<file path="config.mk">
export PLATFORM = sky130hd
export DESIGN_NAME = eth_tx_arb
export DESIGN_NICKNAME = d
export VERILOG_FILES = /design/src/rtl/eth_tx_arb.sv
export SDC_FILE = /design/constraint.sdc
export NUM_CORES = 1
export LEC_CHECK = 0
export BUFFER_PORTS_ARGS = -buffer_cell sky130_fd_sc_hd__buf_4
export CELL_PAD_IN_SITES_DETAIL_PLACEMENT = 1
export CELL_PAD_IN_SITES_GLOBAL_PLACEMENT = 1
export CORE_MARGIN = 1.5
export CORE_UTILIZATION = 31
export CTS_BUF_LIST = sky130_fd_sc_hd__clkbuf_4
export DETAILED_ROUTE_END_ITERATION = 6
export PLACE_DENSITY = 0.62
export SYNTH_ARGS = -nofsm -noshare
export SYNTH_HDL_FRONTEND = slang
export SYNTH_SLANG_ARGS = --single-unit
</file>
<file path="constraint.sdc">
create_clock -name aclk -period 2.07 [get_ports aclk]
set_input_delay 0.3105 -clock aclk [delete_from_list [all_inputs] [get_ports aclk]]
set_output_delay 0.3105 -clock aclk [all_outputs]
set_load 0.05 [all_outputs]
</file>
<file path="src/rtl/eth_tx_arb.sv">
// N-channel transmit arbiter: latches one-cycle frame requests, grants one source at a time
// to the frame builder, and holds the grant until tx_done or the watchdog fires.
module eth_tx_arb #(
    parameter int NUM_CH      = 4,
    parameter int OPER_W      = 2,
    parameter int RR_MODE     = 1,
    parameter int TIMEOUT_CYC = 4096,
    localparam int SEL_W      = $clog2(NUM_CH)
) (
    input  logic                       aclk,
    input  logic                       aresetn,
    input  logic [NUM_CH-1:0]          req_start,
    input  logic [NUM_CH*OPER_W-1:0]   req_oper,
    output logic [NUM_CH-1:0]          req_pending,
    output logic [NUM_CH-1:0]          req_drop,
    input  logic                       tx_done,
    output logic                       tx_start,
    output logic [OPER_W-1:0]          tx_oper,
    output logic [SEL_W-1:0]           tx_sel,
    output logic [NUM_CH-1:0]          grant,
    output logic                       timeout_err
);

    // state   | meaning
    // IDLE    | no transfer; pick a winner when anything is pending
    // GRANT   | winner latched in tx_sel/tx_oper; raise tx_start next
    // WAIT    | transfer in flight; wait for tx_done or watchdog expiry
    localparam logic [1:0] S_IDLE  = 2'd0;
    localparam logic [1:0] S_GRANT = 2'd1;
    localparam logic [1:0] S_WAIT  = 2'd2;

    localparam int CNT_W = (TIMEOUT_CYC > 2) ? $clog2(TIMEOUT_CYC) : 1;
    localparam logic [CNT_W-1:0] CNT_LAST = CNT_W'((TIMEOUT_CYC == 0) ? 0 : TIMEOUT_CYC - 1);

    logic [1:0]               state_q, state_d;
    logic [NUM_CH-1:0]        pending_q, pending_d;
    logic [NUM_CH*OPER_W-1:0] oper_q, oper_d;
    logic [NUM_CH-1:0]        drop_q, drop_d;
    logic                     tx_start_q, tx_start_d;
    logic [OPER_W-1:0]        tx_oper_q, tx_oper_d;
    logic [SEL_W-1:0]         tx_sel_q, tx_sel_d;
    logic [NUM_CH-1:0]        grant_q, grant_d;
    logic                     timeout_q, timeout_d;
    logic [SEL_W-1:0]         ptr_q, ptr_d;
    logic [CNT_W-1:0]         cnt_q, cnt_d;

    logic [SEL_W-1:0]  ptr_eff;
    logic [SEL_W-1:0]  win_hi, win_lo, win;
    logic              any_hi, any_lo;
    logic [OPER_W-1:0] win_oper;
    logic [NUM_CH-1:0] take, sel_onehot;

    // Two descending scans: lowest pending index at/after the pointer, else lowest overall (wrap).
    always_comb begin
        ptr_eff  = (RR_MODE != 0) ? ptr_q : '0;
        win_hi   = '0;
        win_lo   = '0;
        any_hi   = 1'b0;
        any_lo   = 1'b0;
        for (int i = NUM_CH - 1; i >= 0; i--) begin
            if (pending_q[i]) begin
                win_lo = SEL_W'(i);
                any_lo = 1'b1;
                if (SEL_W'(i) >= ptr_eff) begin
                    win_hi = SEL_W'(i);
                    any_hi = 1'b1;
                end
            end
        end
        win      = any_hi ? win_hi : win_lo;
        win_oper = '0;
        for (int i = 0; i < NUM_CH; i++) begin
            if (SEL_W'(i) == win) win_oper = oper_q[i*OPER_W +: OPER_W];
            sel_onehot[i] = (tx_sel_q == SEL_W'(i));
        end
    end

    always_comb begin
        state_d    = state_q;
        pending_d  = pending_q;
        oper_d     = oper_q;
        drop_d     = '0;
        tx_start_d = tx_start_q;
        tx_oper_d  = tx_oper_q;
        tx_sel_d   = tx_sel_q;
        grant_d    = grant_q;
        timeout_d  = 1'b0;
        ptr_d      = ptr_q;
        cnt_d      = cnt_q;
        take       = '0;

        case (state_q)
            S_IDLE: begin
                if (any_lo) begin
                    tx_sel_d  = win;
                    tx_oper_d = win_oper;
                    ptr_d     = (win == SEL_W'(NUM_CH - 1)) ? '0 : win + 1'b1;
                    for (int i = 0; i < NUM_CH; i++) take[i] = (SEL_W'(i) == win);
                    pending_d = pending_q & ~take;
                    state_d   = S_GRANT;
                end
            end
            S_GRANT: begin
                tx_start_d = 1'b1;
                grant_d    = sel_onehot;
                cnt_d      = '0;
                state_d    = S_WAIT;
            end
            S_WAIT: begin
                if (tx_done) begin
                    tx_start_d = 1'b0;
                    grant_d    = '0;
                    state_d    = S_IDLE;
                end else if ((TIMEOUT_CYC != 0) && (cnt_q == CNT_LAST)) begin
                    tx_start_d = 1'b0;
                    grant_d    = '0;
                    timeout_d  = 1'b1;
                    state_d    = S_IDLE;
                end else begin
                    cnt_d = cnt_q + 1'b1;
                end
            end
            default: state_d = S_IDLE;
        endcase

        // A new pulse on the channel being granted this cycle re-arms it rather than dropping.
        for (int i = 0; i < NUM_CH; i++) begin
            if (req_start[i]) begin
                if (!pending_q[i] || take[i]) begin
                    pending_d[i]                 = 1'b1;
                    oper_d[i*OPER_W +: OPER_W]   = req_oper[i*OPER_W +: OPER_W];
                end else begin
                    drop_d[i] = 1'b1;
                end
            end
        end
    end

    always_ff @(posedge aclk) begin
        if (!aresetn) begin
            state_q    <= S_IDLE;
            pending_q  <= '0;
            oper_q     <= '0;
            drop_q     <= '0;
            tx_start_q <= 1'b0;
            tx_oper_q  <= '0;
            tx_sel_q   <= '0;
            grant_q    <= '0;
            timeout_q  <= 1'b0;
            ptr_q      <= '0;
            cnt_q      <= '0;
        end else begin
            state_q    <= state_d;
            pending_q  <= pending_d;
            oper_q     <= oper_d;
            drop_q     <= drop_d;
            tx_start_q <= tx_start_d;
            tx_oper_q  <= tx_oper_d;
            tx_sel_q   <= tx_sel_d;
            grant_q    <= grant_d;
            timeout_q  <= timeout_d;
            ptr_q      <= ptr_d;
            cnt_q      <= cnt_d;
        end
    end

    assign req_pending = pending_q;
    assign req_drop    = drop_q;
    assign tx_start    = tx_start_q;
    assign tx_oper     = tx_oper_q;
    assign tx_sel      = tx_sel_q;
    assign grant       = grant_q;
    assign timeout_err = timeout_q;

endmodule

</file>
After elaboration in Yosys (flattened, before gate mapping)
Index checks and enable logic that the tools add are counted.
{"block": "totals", "ff_bits": 42, "out_inout_bits": 18, "in_bits": 15}
{"block": "op_classes", "order_cmp": 4, "n_eq_ne": 14, "addsub": 2, "bitwise": 4, "mux": 60, "n_reduce_logical": 25}
{"cell": "$mux W2", "n": 21}
{"cell": "$mux W1", "n": 27}
{"cell": "$mux W12", "n": 2}
{"cell": "$mux W4", "n": 6}
{"cell": "$pmux W12 S2", "n": 1}
{"cell": "$reduce_and A2 Y1", "n": 11}
{"cell": "$add A12 B1 Y12 const B", "n": 1}
{"cell": "$eq A12 B12 Y1 const B", "n": 1}
{"cell": "$eq A2 B2 Y1 const B", "n": 4}
{"cell": "$pmux W4 S2", "n": 1}
{"cell": "$logic_not A2 Y1", "n": 3}
{"cell": "$ne A2 B2 Y1 const B", "n": 3}
{"cell": "$pmux W2 S3", "n": 1}
{"cell": "$and A4 B4 Y4", "n": 1}
{"cell": "$eq A2 B1 Y1 const B", "n": 2}
{"cell": "$eq A2 B2 Y1 const A", "n": 2}
{"cell": "$ge A1 B2 Y1 const A", "n": 2}
{"cell": "$ge A2 B2 Y1 const A", "n": 2}
{"cell": "$logic_not A1 Y1", "n": 4}
{"cell": "$logic_or A1 B1 Y1", "n": 4}
{"cell": "$not A4 Y4", "n": 1}
{"cell": "$ne A3 B3 Y1 const B", "n": 1}
{"cell": "$reduce_and A3 Y1", "n": 1}
{"cell": "$reduce_or A3 Y1", "n": 1}
{"cell": "5 further kinds", "n": 6}

Depth between registers and ports, before layout
{"block": "depth", "depth_word": 17, "depth_mapped": 9, "ltp_nobuf": 9}

Worst setup path after synthesis
OpenSTA, ideal clock, no wires.
{"block": "synth_timing", "path_kind": "register to register", "from": "register pending_q[0], in the netlist req_pending[0]", "to": "register oper_q[6]", "t_required_ns": 1.954, "setup_slack_ns": -0.281, "stages_incl_launch_ff": 10, "t_arrival_ns": 2.235, "cell_sequence": "dfxtp_1 > a21oi_1 > o21a_1 > o22ai_1 > inv_1 > ha_1 > a21boi_0 > nand2b_1 > mux2i_1 > nor2b_1"}
{"block": "synth_via", "elab_chain_len": 7, "elab_cells_between_ends": 10, "classes_between": "eq/ne: 1; mux: 7; reduce/logical: 2"}
{"element": "from (decl)", "line": "36", "text": "logic [NUM_CH-1:0] pending_q, pending_d;"}
{"element": "from (signal assigned)", "line": "154", "text": "pending_q <= pending_d;"}
{"element": "$mux W2 or $mux W1 (tied branches)", "line": "61", "text": "if (pending_q[i]) begin"}
{"element": "$mux W2 (*)", "line": "70", "text": "win = any_hi ? win_hi : win_lo;"}
{"element": "net win[1]", "line": "48", "text": "logic [SEL_W-1:0] win_hi, win_lo, win;"}
{"element": "$eq A2 B2 Y1 (*)", "line": "98", "text": "for (int i = 0; i < NUM_CH; i++) take[i] = (SEL_W'(i) == win);"}
{"element": "$mux W4 (*)", "line": "94", "text": "if (any_lo) begin"}
{"element": "$mux W4 (*)", "line": "92", "text": "case (state_q)"}
{"element": "$logic_or A1 B1 Y1 (*)", "line": "129", "text": "if (!pending_q[i] || take[i]) begin"}
{"element": "$reduce_and A2 Y1 (no line) (*)"}
{"element": "to (signal assigned)", "line": "155", "text": "oper_q <= oper_d;"}
{"element": "to (decl)", "line": "37", "text": "logic [NUM_CH*OPER_W-1:0] oper_q, oper_d;"}
The timed path passes the listed nets; every way through them passes the cells marked *.
A chain may end at the register's enable or synchronous reset.

Worst setup path in the final report
{"block": "layout_timing", "from": "register state_q[0]", "to": "register cnt_q[9]"}
{"block": "layout_via", "elab_chain_len": 3, "elab_cells_between_ends": 7, "classes_between": "eq/ne: 4; mux: 1; reduce/logical: 2"}
{"element": "from (decl)", "line": "35", "text": "logic [1:0] state_q, state_d;"}
{"element": "from (signal assigned)", "line": "153", "text": "state_q <= state_d;"}
{"element": "$eq A2 B2 Y1 or $eq A2 B1 Y1 (tied branches)", "line": "92"}
{"element": "$ne A2 B2 Y1 (no line) or $reduce_bool A2 Y1 (tied branches)"}
{"element": "$reduce_and A3 Y1 (no line)"}
{"element": "to (signal assigned)", "line": "163", "text": "cnt_q <= cnt_d;"}
{"element": "to (decl)", "line": "45", "text": "logic [CNT_W-1:0] cnt_q, cnt_d;"}
Parallel ways exist; a longest one is shown, timed or not.

==> results.yml <==
yosys:
  seq_area_frac_synth_pct: 42.5
  syn_avg_cell_area_um2: 9.09
  synth_commonest_cells: "dfxtp_1 (42), nand2_1 (17), a21oi_1 (14)"
  yosys_warnings: 0
  synth-edff-count: 0
  post-synth-top-area-cell: "dfxtp_1"
  ys.flop_type: "dfxtp_1"
  synth_top_area_share_pct: 42.5
  synthCells: 218
  yosys-top-cells-area: "dfxtp_1 (42%), mux2i_1 (5.6%), ha_1 (5.1%), a21oi_1 (3.5%), nor2b_1 (3.5%)"
  synth_most_common_cell: "dfxtp_1"
  async_reset_ff_share_pct: 0
  ys_types: 43
  syn-cell-area_mm2: 0.00198
  synth_fp_nets: 241
  ys_ff_latch: 42
sta:
  setup_viol: 0
  max_slew_margin_pct: 68.6
  hold_viol: 0
  final.min_clock_period_ns: 2.00
  period_share_pct: 96.4
  clock.fmax_mhz: 501
  tightest_slew_ns: 0.467
  layout_setup_ws_ns: 0.0736
  holdWs_ns: 0.179
  slew_viol_final: 0
  rsz0062_at_grt: "yes"
  fin_skew_ns: 0.00560
cells_and_area:
  syn_to_final_growth_pct: 30.7
  fin_nets: 295
  layout.cells.non_filler: 348
  stdcell_area_mm2: 0.00259
  diodes: 0
  drive_above_1_share_pct: 30.4
  final_util_pct: 42.7
grt:
  antenna_found_initial: 0
  grt_pass1_vias: 1802
  grt_pass1_wl_mm: 8.18
  grt_max_degree: 34
  grt-ovfl-total: 0
  track_usage_pct: 14.4
clock_tree:
  cts-buffers-inserted: 5
  cts_hold_buf: 0
  htree_levels: 2
  clockBufferDepth: 2
  cts-root-buf: "clkbuf_4"
  cts.sinks: 42
  clk_pin_slew_ns: 0.12
  cts_tree: "built"
  insertion_delay_ns: 0.35
power:
  vdd_drop_max_mv: 0.457
  power_density_mw_per_mm2: 806
  power_leakage_nw: 1.10
route:
  routed_wl_mm: 4.81
  dr.max_layer_used: "met4"
  vias: 1762
  dr.pass1.iters: 4
  drc_errors: 0
  drt_iter0_drc: 50
  met3_length_um: 120
  wl_met1_mm: 2.21
  wl_per_cell_um: 13.8
  wl_met2_mm: 2.41
  avgViaCountPerCell: 5.06
  ant_nets: 0
floorplanning:
  start_util_pct: 32.7
  io_pins: 33
  num_rows: 28
  core_mm2: 0.00606
  die_area_mm2: 0.00688
  die_height_um: 82.9
  die-width_um: 82.9
placement:
  port_buffers: 32
  pre_cts_ws_ns: -0.0424
  gp_congestion: 0.754
  dp_hpwl_mm: 3.59
  dpl_cell_area_mm2: 0.00245
  placedCellCount: 339
setup_path:
  cp.required_ns: 2.37
  endpoint_kind: "register"
  crit_type: "reg2reg"
  cp_max_fo: 5
  crit_arrival_ns: 2.29
  start_kind: "register"
run:
  drv_cap: 0
outcome:
  status: "complete, no violations"
hold_path:
  hold_path.class: "in2reg"
-- power by group --
| part | switching [W] | leakage [nW] | internal [W] |
|---|---|---|---|
| clock network | 0.000262 | 0.0277 | 0.000121 |
| logic | 0.000443 | 0.727 | 0.000327 |
| registers | 0.0000538 | 0.346 | 0.000880 |
| total | 0.000759 | 1.10 | 0.00133 |
-- logic make-up (layout without fill, tap and decap cells) --
logic type               Yosys count  after routing  synth area share [%]
XOR/XNOR                           1              1                 0.442
multiplexers                      11             11                  5.56
AO/OA/AOI/OAI                     60             60                  20.7
AND/OR/NAND/NOR                   79             79                  22.6
adder cells (fa/ha/maj)            8              8                  5.05
buffers and inverters             17             72                  3.22
flip-flops                        42             42                  42.5
-- placed cells by master, fill, tap and decap left out, types with 3 or more instances in the layout --
master / count
buf_4: 51
dfxtp_1: 35
nand2_1: 17
a21oi_1: 13
o21ai_0: 12
inv_1: 11
mux2i_1: 11
nor2b_1: 11
nand3_1: 9
nor2_1: 8
o21a_1: 6
ha_1: 6
and3_1: 5
clkbuf_4: 5
dfxtp_2: 4
o41ai_1: 3
a21boi_0: 3
o31ai_1: 3
or4_1: 3
nand2b_1: 3
or3_1: 3
and2_1: 3
a21boi_2: 3
nand2b_4: 3
clkinv_1: 3
dfxtp_4: 3
-- layout make-up --
type	instances	area (um^2)
Sequential cell	42	857
Timing Repair Buffer	52	394
Multi-Input combinational cell	159	1150
Clock buffer	5	37.5
Fill cell	714	3470
Inverter	12	45.0
Clock inverter	3	11.3
Tap cell	75	93.8
-- critical path, cell delays in order (launching register included) --
cell	delay (ns)
dfxtp_2	0.35
inv_1	0.06
ha_1	0.29
a21bo_2	0.23
or4_4	0.46
or4_1	0.41
a21oi_1	0.14
-- stage by stage --
step | power [W] | TNS, ns
after floorplan | 0.00139 | 0
after global placement | 0.00166 | 0
after detailed placement | 0.00167 | -0.0627
after CTS | 0.00207 | 0
after global routing | 0.00223 | -0.0818
final | 0.00209 | 0
-- worst paths after layout --
check                     from        endpoint  slack [ns]  cells past startpoint
hold reg to reg       grant[0]        grant[0]        0.47                      1
hold / removal    req_start[1]  req_pending[1]        0.18                      2
setup / recovery    state_q[0]        cnt_q[9]        0.07                      6
setup reg to reg    state_q[0]        cnt_q[9]        0.07                      6
-- routing by layer --
metal | track usage (%) | up-vias
li1 | - | 894
met1 | 16.8 | 834
met2 | 25.9 | 27
met3 | 2.98 | 7
met4 | 5.00 | 0
met5 | 0 | -
-- state kept, by name, summed over array words and instances, names as in the netlist --
signal	flops
tx_sel	2
state_q	2
ptr_eff	2
timeout_err	1
tx_start	1
oper_q	8
cnt_q	12
req_drop	4
tx_oper	2
grant	4
req_pending	4
-- timing repair --
item,4_1_cts,5_1_grt
setup buffers,0,1
pin swaps,0,6
gates resized for setup,4,18
setup endpoints to repair,8,12
Power figures use the tool's default switching activity.
